--- src/rtl/input_process_uart_gen2.sv ---
//==============================================================================
//  Module   : input_process_uart_gen2
//  Purpose  : UART-side input packer. Packs received bytes MSB-first into
//             BYTES_PER_WORD-byte words in an internal word FIFO. Reports the
//             message length and the pad count on MSG_START. Raises
//             GOT_FULL_MESSAGE on a word threshold or on an idle gap.
//  Ports    : CLK, RST (sync, active-high)
//             rx_data/rx_valid/rx_ready : byte input with backpressure
//             RD_REQ / FIFO_Q           : word pop and registered read data
//             MSG_START                 : snapshot length/pad, stuff partial word
//             MSG_LEN, MSG_PAD          : message info
//             GOT_FULL_MESSAGE          : message ready for readout
//             MSG_CSUM                  : XOR checksum (INPUT_PROC_UART_CSUM_EN only)
//  Options  : `define INPUT_PROC_UART_CSUM_EN adds the MSG_CSUM port and logic
//  Revision : 1.0 - initial release
//==============================================================================
`default_nettype none

module input_process_uart_gen2 #(
    parameter int BYTES_PER_WORD = 2,
    parameter int DEPTH_WORDS    = 128,
    parameter int FULL_WORDS     = 128,
    parameter int GFM_LIMIT      = 1000,
    parameter int MAX_LEN        = 254,
    parameter int LEN_W          = 8
) (
    input  logic                              CLK,
    input  logic                              RST,
    input  logic [7:0]                        rx_data,
    input  logic                              rx_valid,
    output logic                              rx_ready,
    input  logic                              RD_REQ,
    input  logic                              MSG_START,
    output logic [8*BYTES_PER_WORD-1:0]       FIFO_Q,
    output logic [LEN_W-1:0]                  MSG_LEN,
    output logic [$clog2(BYTES_PER_WORD)-1:0] MSG_PAD,
    output logic                              GOT_FULL_MESSAGE
`ifdef INPUT_PROC_UART_CSUM_EN
    ,
    output logic [7:0]                        MSG_CSUM
`endif
);

    localparam int c_WORD_W = 8 * BYTES_PER_WORD;
    localparam int c_IDX_W  = $clog2(BYTES_PER_WORD);
    localparam int c_AW     = $clog2(DEPTH_WORDS);
    localparam int c_TMR_W  = $clog2(GFM_LIMIT + 1);

    localparam logic [c_IDX_W-1:0] c_IDX_LAST = c_IDX_W'(BYTES_PER_WORD - 1);
    localparam logic [c_AW:0]      c_DEPTH    = (c_AW+1)'(DEPTH_WORDS);
    localparam logic [c_AW:0]      c_FULLW    = (c_AW+1)'(FULL_WORDS);
    localparam logic [c_TMR_W-1:0] c_LIMIT    = c_TMR_W'(GFM_LIMIT);

    logic [c_WORD_W-1:0] r_mem [DEPTH_WORDS];
    logic [c_AW-1:0]     r_wptr;
    logic [c_AW-1:0]     r_rptr;
    logic [c_AW:0]       r_count;
    logic [c_IDX_W-1:0]  r_idx;
    logic [c_WORD_W-1:0] r_word;
    logic [c_TMR_W-1:0]  r_timer;

    logic                w_full;
    logic                w_empty;
    logic                w_accept;
    logic                w_stuff;
    logic                w_push;
    logic                w_pop;
    logic                w_partial;
    logic [c_IDX_W-1:0]  w_pad_bytes;
    logic [c_WORD_W-1:0] w_shift_word;
    logic [c_WORD_W-1:0] w_stuff_word;
    logic [c_WORD_W-1:0] w_push_word;
    logic [31:0]         w_len_sum;
    logic [LEN_W-1:0]    w_len;
    logic                w_gfm_set;

    assign w_full    = (r_count == c_DEPTH);
    assign w_empty   = (r_count == '0);
    assign w_partial = (r_idx != '0);
    assign rx_ready  = ~w_full;
    assign w_accept  = rx_valid & ~w_full;

    // A byte arriving in the MSG_START cycle wins: the partial word then
    // carries over into the next message instead of being padded out.
    assign w_stuff   = MSG_START & w_partial & ~rx_valid & ~w_full;
    assign w_push    = (w_accept & (r_idx == c_IDX_LAST)) | w_stuff;
    assign w_pop     = RD_REQ & ~w_empty;

    // Modular subtraction is exact here because idx >= 1 whenever it is used.
    assign w_pad_bytes  = c_IDX_W'(BYTES_PER_WORD) - r_idx;
    assign w_shift_word = {r_word[c_WORD_W-9:0], rx_data};
    // The low idx bytes of the shift register hold the partial word; shifting
    // left drops stale upper bytes and fills the pad bytes with zeros.
    assign w_stuff_word = r_word << {w_pad_bytes, 3'b000};
    assign w_push_word  = w_stuff ? w_stuff_word : w_shift_word;

    // 32-bit sum is wide enough that min() cannot be fooled by wrap-around.
    assign w_len_sum = 32'(r_count) + 32'(w_partial);
    assign w_len     = (w_full || (w_len_sum > 32'(MAX_LEN))) ? LEN_W'(MAX_LEN)
                                                              : w_len_sum[LEN_W-1:0];

    assign w_gfm_set = ((r_timer == c_LIMIT) && (!w_empty || w_partial)) ||
                       (r_count >= c_FULLW);

    // Word storage has no reset; the pointers and count define validity.
    always_ff @(posedge CLK) begin
        if (w_push) begin
            r_mem[r_wptr] <= w_push_word;
        end
    end

    always_ff @(posedge CLK) begin
        if (RST) begin
            r_wptr  <= '0;
            r_rptr  <= '0;
            r_count <= '0;
            FIFO_Q  <= '0;
        end else begin
            if (w_push) begin
                r_wptr <= r_wptr + 1'b1;
            end
            if (w_pop) begin
                r_rptr <= r_rptr + 1'b1;
                FIFO_Q <= r_mem[r_rptr];
            end
            case ({w_push, w_pop})
                2'b10:   r_count <= r_count + 1'b1;
                2'b01:   r_count <= r_count - 1'b1;
                default: r_count <= r_count;
            endcase
        end
    end

    // Byte assembler and message snapshot.
    always_ff @(posedge CLK) begin
        if (RST) begin
            r_idx   <= '0;
            r_word  <= '0;
            MSG_LEN <= '0;
            MSG_PAD <= '0;
        end else begin
            if (w_accept) begin
                r_word <= w_shift_word;
                r_idx  <= (r_idx == c_IDX_LAST) ? '0 : r_idx + 1'b1;
            end else if (w_stuff) begin
                r_idx  <= '0;
            end
            if (MSG_START) begin
                MSG_LEN <= w_len;
                MSG_PAD <= w_stuff ? w_pad_bytes : '0;
            end
        end
    end

    // Idle timer and sticky ready flag; a read both restarts the gap and
    // acknowledges the flag.
    always_ff @(posedge CLK) begin
        if (RST) begin
            r_timer          <= '0;
            GOT_FULL_MESSAGE <= 1'b0;
        end else begin
            if (w_accept || RD_REQ) begin
                r_timer <= '0;
            end else if (r_timer != c_LIMIT) begin
                r_timer <= r_timer + 1'b1;
            end
            if (RD_REQ) begin
                GOT_FULL_MESSAGE <= 1'b0;
            end else if (w_gfm_set) begin
                GOT_FULL_MESSAGE <= 1'b1;
            end
        end
    end

`ifdef INPUT_PROC_UART_CSUM_EN
    logic [7:0] r_csum_run;

    // Pad bytes never enter the XOR; a byte accepted with MSG_START seeds
    // the next message's checksum.
    always_ff @(posedge CLK) begin
        if (RST) begin
            r_csum_run <= 8'h00;
            MSG_CSUM   <= 8'h00;
        end else if (MSG_START) begin
            MSG_CSUM   <= r_csum_run;
            r_csum_run <= w_accept ? rx_data : 8'h00;
        end else if (w_accept) begin
            r_csum_run <= r_csum_run ^ rx_data;
        end
    end
`endif

endmodule

`default_nettype wire

--- config.mk ---
export PLATFORM = sky130hd
export DESIGN_NAME = input_process_uart_gen2
export DESIGN_NICKNAME = d
export VERILOG_FILES = /design/src/rtl/input_process_uart_gen2.sv
export SDC_FILE = /design/constraint.sdc
export NUM_CORES = 2
export LEC_CHECK = 0
export BUFFER_PORTS_ARGS = -buffer_cell sky130_fd_sc_hd__buf_2
export CORE_MARGIN = 2
export CORE_UTILIZATION = 68
export DETAILED_ROUTE_END_ITERATION = 10
export PLACE_DENSITY = 0.85
export SYNTH_ARGS = -nofsm -noshare
export SYNTH_HDL_FRONTEND = slang
export SYNTH_SLANG_ARGS = --single-unit
export TNS_END_PERCENT = 100
--- constraint.sdc ---
create_clock -name CLK -period 11.8 [get_ports CLK]
set_clock_uncertainty 0.05 [all_clocks]
set_input_delay 2.36 -clock CLK [delete_from_list [all_inputs] [get_ports CLK]]
set_output_delay 2.36 -clock CLK [all_outputs]
set_load 0.05 [all_outputs]
**Word level (Yosys, flattened, before mapping)**

Memories as Yosys holds them, arrays and structs flattened. A register that Yosys moved wholly into a read port is not among the register bits.
Cells that the tools add are included.

- Flip-flop bits (word level): 59
- RAM bits: 2048
- Input bits: 13
- Memories: 1

- Add/sub/neg operators: 8
- Magnitude comparators: 2
- Eq/ne operators: 5
- Shift-type cells: 1
- Multiplexer cells: 9
- Bitwise logic cells: 10
- Reductions and logical operators: 11

Memories:

| memory | words | bits a word | rd ports | clocked after Yosys merged registers in | write ports | RTL line | RTL |
|---|---|---|---|---|---|---|---|
| r_mem | 128 | 16 | 1 | 1 | 1 | 54 | `logic [c_WORD_W-1:0] r_mem [DEPTH_WORDS];` |

Operators with widths:

| cell | number |
|---|---|
| $mux 16 | 1 |
| $pmux 8 s2 | 1 |
| $shl 16x4->16 | 1 |
| $add 7x1->7 const B | 2 |
| $add 10x1->10 const B | 1 |
| $eq 10x10->1 const B | 1 |
| $ne 10x10->1 const B | 1 |
| $add 8x1->9 | 1 |
| $gt 9x8->1 const B | 1 |
| $add 8x1->8 const B | 1 |
| $eq 8x8->1 const B | 1 |
| $ge 8x8->1 const B | 1 |
| $logic_not 8->1 | 1 |
| $mux 8 | 1 |
| $sub 8x1->8 const B | 1 |
| $and 1x1->1 | 6 |
| $mux 1 | 6 |
| $logic_or 1x1->1 | 4 |
| $reduce_bool 2->1 | 2 |
| $reduce_or 2->1 | 2 |
| $not 1->1 | 3 |
| $eq 2x1->1 const B | 1 |
| $eq 2x2->1 const B | 1 |
| $add 1x1->1 const B | 1 |
| other kinds (4) | 4 |

**Longest topological paths before layout**

- Word-level depth: 7
- Mapped depth: 18

**Least setup slack after synthesis**

Ideal clock, no wire load.

- Path kind: input-to-reg
- Start point: in MSG_START
- End point: reg r_count[6]
- Library setup time: 0.128 ns
- Arrival time: 5.429 ns
- Setup slack: 6.193 ns
- Stages on the path: 16
- Cell sequence: clkbuf_1 o211a_1 buf_4 inv_2 ha_1 clkbuf_1 buf_1 xor2_1 ha_1 a21oi_1 o21ai_0 a221oi_1 mux2_2 a31oi_1 xnor2_1 nor2_1

- Word-level cells in the longest chain between the ends: 6
- Elaborated cells between the ends (all ways): 8
- Those cells by class: 2 x eq/ne; 1 x mux; 4 x bitwise; 1 x reduce/logical

RTL lines:

| what | RTL line | RTL |
|---|---|---|
| from (decl) | 33 | `input logic MSG_START,` |
| $and 1x1->1 (*) (3 in a row) | 85 | `assign w_stuff = MSG_START & w_partial & ~rx_valid & ~w_full;` |
| $or 1x1->1 (*) | 86 | `assign w_push = (w_accept & (r_idx == c_IDX_LAST)) \| w_stuff;` |
| $eq 2x1->1 or $eq 2x2->1 (tied branches) | 126 | `case ({w_push, w_pop})` |
| $pmux 8 s2 or $reduce_bool 2->1 (tied branches) | - |  |
| to (signal assigned) | 127 | `2'b10: r_count <= r_count + 1'b1;` |
| to (signal assigned) | 128 | `2'b01: r_count <= r_count - 1'b1;` |
| to (signal assigned) | 129 | `default: r_count <= r_count;` |
| to (decl) | 57 | `logic [c_AW:0] r_count;` |

Mark *: on every way between the ends. The rest lies on a longest branch, timed or not.
A chain may end at the register's enable or synchronous reset.

**Worst setup path after layout**

- Start point: in RD_REQ
- End point: reg r_count[6]

- Word-level cells in the longest chain between the ends: 3
- Elaborated cells between the ends (all ways): 5
- Those cells by class: 2 x eq/ne; 1 x mux; 1 x bitwise; 1 x reduce/logical

RTL lines:

| what | RTL line | RTL |
|---|---|---|
| from (decl) | 32 | `input logic RD_REQ,` |
| $and 1x1->1 (*) | 87 | `assign w_pop = RD_REQ & ~w_empty;` |
| $eq 2x1->1 or $eq 2x2->1 (tied branches) | 126 |  |
| $pmux 8 s2 or $reduce_bool 2->1 (tied branches) | - |  |

Marked as above.

==> impl_metrics.py <==
metrics = {
    "global_routing": {
        "grt_busiest_layer": "met2",
        "first_global_vias": 44170,
        "grt_antenna_before_repair": 10,
        "grt_usage": 0.3535,
        "grt_overflow_total": 0,
        "met2_usage": 0.5502,
        "grt_pass1_wl_microns": 313300,
        "grtUsageMet3": 0.09364,
        "grt_util_met1": 0.4685,
        "grt_max_degree": 124,
    },
    "worst_setup_path": {
        "regToRegStartpoint": "r_rptr[2]",
        "critPathMaxFanout": 24,
        "rr_worst_depth": 8,
        "cp.required_ns": 12.44,
        "cp_data_arrival_time_ns": 6.05,
        "reg2reg_to": "FIFO_Q[11]",
        "worstSetupPathType": "in -> reg",
        "start_kind": "input port",
        "reg2reg_slack_ns": 6.72,
        "worst_setup_path_end_kind": "flop",
    },
    "die": {
        "die_h_microns": 352.8,
        "dieArea_sq_um": 124500,
        "rows": 127,
        "initial_utilization": 0.6879,
        "io_pins": 40,
        "core-area_sq_um": 120300,
        "die_w_microns": 352.8,
    },
    "final_layout": {
        "drive_gt1_frac": 0.2380,
        "syn_to_final_growth_pct": 10.23,
        "final_area_sq_um": 91220,
        "layout.nets": 4177,
        "stdcell_count": 5933,
        "final_util": 0.7583,
    },
    "clock_network": {
        "cts_setup_buffers": 0,
        "path_clk_slew_ns": 0.06,
        "clock_sinks": 2115,
        "cts_hold_buf": 0,
        "cts.path.max_buffers": 3,
        "clock_latency_ns": 0.84,
        "cts-root-buf": "clkbuf_16",
        "postCtsResizedCells": 0,
        "cts_buffers": 195,
        "h-tree-depth": 4,
        "cts_tree": "yes",
    },
    "power": {
        "power_leakage_uw": 0.02797,
        "peakVddDrop_v": 0.0001478,
        "p_per_area_nw_per_um2": 190.0,
    },
    "logic_synthesis": {
        "ys.flop_type": "edfxtp_1",
        "synth-compound-area-share": 0.03125,
        "yosys.area.top_type": "edfxtp_1",
        "synth_top_family_by_area": "multiplexers",
        "yosysWarnings": 0,
        "synthTopCellsByArea": "edfxtp_1 (74%), mux4_2 (12%), mux2i_1 (2.6%), dfxtp_1 (1.6%), nor2_1 (1.1%)",
        "synth-adder-area-share": 0.001361,
        "synth_cells": 3980,
        "synth_mux_area_frac": 0.1565,
        "synth-xor-area-share": 0.003387,
        "synth.distinct_cells": 78,
        "seq_area_frac_synth": 0.7594,
        "synthSimpleGateAreaFrac": 0.02743,
        "netlist.area_leader.share": 0.7432,
        "synthArstFlopShare": 0,
        "ys_seq_elements": 2115,
        "synth_edf_count": 2048,
        "syn-num-nets": 4002,
        "syn_area_per_cell_sq_um": 20.79,
        "syn_area_sq_um": 82750,
    },
    "run_status": {
        "status": "finished, final reports clean",
    },
    "sta": {
        "slew_violations": 0,
        "timing.final.crit_share": 0.4580,
        "rsz0062_at_grt": "no",
        "fin_tns_setup_ns": 0,
        "max_freq_ghz": 0.1850,
        "max_slew_margin": 0.1181,
        "setup_slack_ns": 6.396,
        "setup-violations-final": 0,
        "hold_viol": 0,
        "tightest_slew_ns": 1.323,
        "fin_crit_ns": 5.404,
    },
    "hold_path": {
        "hold_end": "MSG_PAD",
        "hp-start": "MSG_PAD",
        "hold_path_depth": 2,
        "hold_path.class": "reg -> reg",
    },
    "routing": {
        "ant_nets": 0,
        "dr.pass1.iters": 8,
        "vias": 44200,
        "first_iter_violations": 8332,
        "routed_wl_microns": 217500,
        "drc_errors": 0,
        "vias_per_cell": 7.450,
        "wl_per_cell_microns": 36.65,
    },
    "placement": {
        "place_hpwl_microns": 114600,
        "dp.cells": 5570,
        "postPlaceCellArea_sq_um": 84820,
        "dp_slack_ns": 5.717,
        "gp_congestion": 0.9212,
        "portBuffers": 39,
    },
    "run": {
        "cap_violations": 0,
    },
}
==> layout make-up <==
cell class,instances,area (sq um)
flip-flops and latches,2115,62890
fillers,5833,29070
multi-input cells,1609,18240
clock buffers,245,5199
well taps,1612,2017
repair buffers,223,1639
clock inverters,117,1191
inverters,11,41.29
diodes,1,2.502
==> layout by cell type (no fill, tap or decap), types with 10 or more instances in the layout <==
| cell | instances |
|---|---|
| buf_4 | 179 |
| nand2b_1 | 12 |
| dfxtp_4 | 13 |
| clkbuf_1 | 38 |
| nand2_1 | 79 |
| nor3_1 | 18 |
| clkbuf_8 | 11 |
| clkbuf_16 | 196 |
| xnor2_1 | 14 |
| dfxtp_1 | 53 |
| mux4_1 | 19 |
| clkinv_2 | 34 |
| o211ai_1 | 17 |
| bufinv_16 | 18 |
| o22ai_1 | 19 |
| nor2_1 | 241 |
| or2_2 | 10 |
| buf_2 | 39 |
| o21ai_0 | 41 |
| edfxtp_1 | 2048 |
| o221ai_1 | 34 |
| nor2b_1 | 28 |
| clkinv_1 | 40 |
| nand3_1 | 40 |
| mux4_2 | 443 |
| xor2_1 | 18 |
| a21oi_1 | 86 |
| a22oi_1 | 36 |
| a211oi_1 | 47 |
| mux2_2 | 26 |
| mux2i_1 | 218 |
| a221oi_1 | 26 |
==> how the worst max path moves through the flow <==
stage	startpoint	end	cells after the start
2_1_floorplan	MSG_START	r_count[6]	16
6_report	RD_REQ	r_count[6]	14
4_1_cts	RD_REQ	r_count[6]	14
3_5_place_dp	RD_REQ	r_count[6]	14
3_3_place_gp	RD_REQ	r_count[6]	14
5_1_grt	RD_REQ	r_count[6]	14
==> state kept, by name, summed over array words and instances (netlist names) <==
signal,flops
r_mem,2048
FIFO_Q,16
r_timer,10
MSG_LEN,8
r_count,8
r_word,8
r_rptr,7
r_wptr,7
GOT_FULL_MESSAGE,1
MSG_PAD,1
r_idx,1
==> where the power goes <==
group | leakage (uW) | switching (uW) | internal (uW)
Sequential | 0.0192 | 148 | 8340
Combinational | 0.00568 | 1460 | 1040
Clock | 0.00312 | 2810 | 3530
Total | 0.0280 | 4420 | 12900
==> routing by layer <==
metal | vias up | routed length, microns
li1 | 16830 | -
met1 | 22360 | 70860
met2 | 4200 | 103400
met3 | 802 | 29970
met4 | 10 | 13170
met5 | - | 74
==> cells in the mapped netlist, types with 14 or more instances <==
library cell and instances:
a211oi_1 47, a21oi_1 86, a221oi_1 26, a22oi_1 36, and2_1 17, buf_2 54, buf_4 57, buf_6 28
clkbuf_1 77, dfxtp_1 67, edfxtp_1 2048, mux2_2 26, mux2i_1 218, mux4_1 19, mux4_2 443, nand2_1 79
nand3_1 40, nor2_1 241, nor2b_1 29, nor3_1 19, o211ai_1 17, o21ai_0 41, o221ai_1 34, o22ai_1 19
xnor2_1 14, xor2_1 18
==> worst max-delay path, stage by stage <==
cell	delay, ns
buf_2	0.13
o41ai_4	0.07
buf_4	0.25
inv_2	0.54
ha_1	0.71
xor2_1	0.17
ha_1	0.24
a21oi_1	0.25
o21ai_0	0.14
a221oi_1	0.41
mux2_2	0.39
a31oi_1	0.20
xnor2_1	0.14
nor2_1	0.05
==> per-stage QoR <==
stage	hold slack [ns]	power (uW)
floorplan	0.3851	10510
global placement	0.3899	10970
detailed placement	0.4026	11040
CTS	0.4103	17310
global route	0.4320	17700
finish	0.4071	17330
==> kinds of logic after synthesis <==
kind of cell / count (synthesis)
flip-flops: 2115
XOR/XNOR: 32
multiplexers: 706
adder cells (fa/ha/maj): 9
AND/OR/NAND/NOR: 492
AO/OA/AOI/OAI: 370
buffers and inverters: 256
Power figures use the tool's default switching activity.
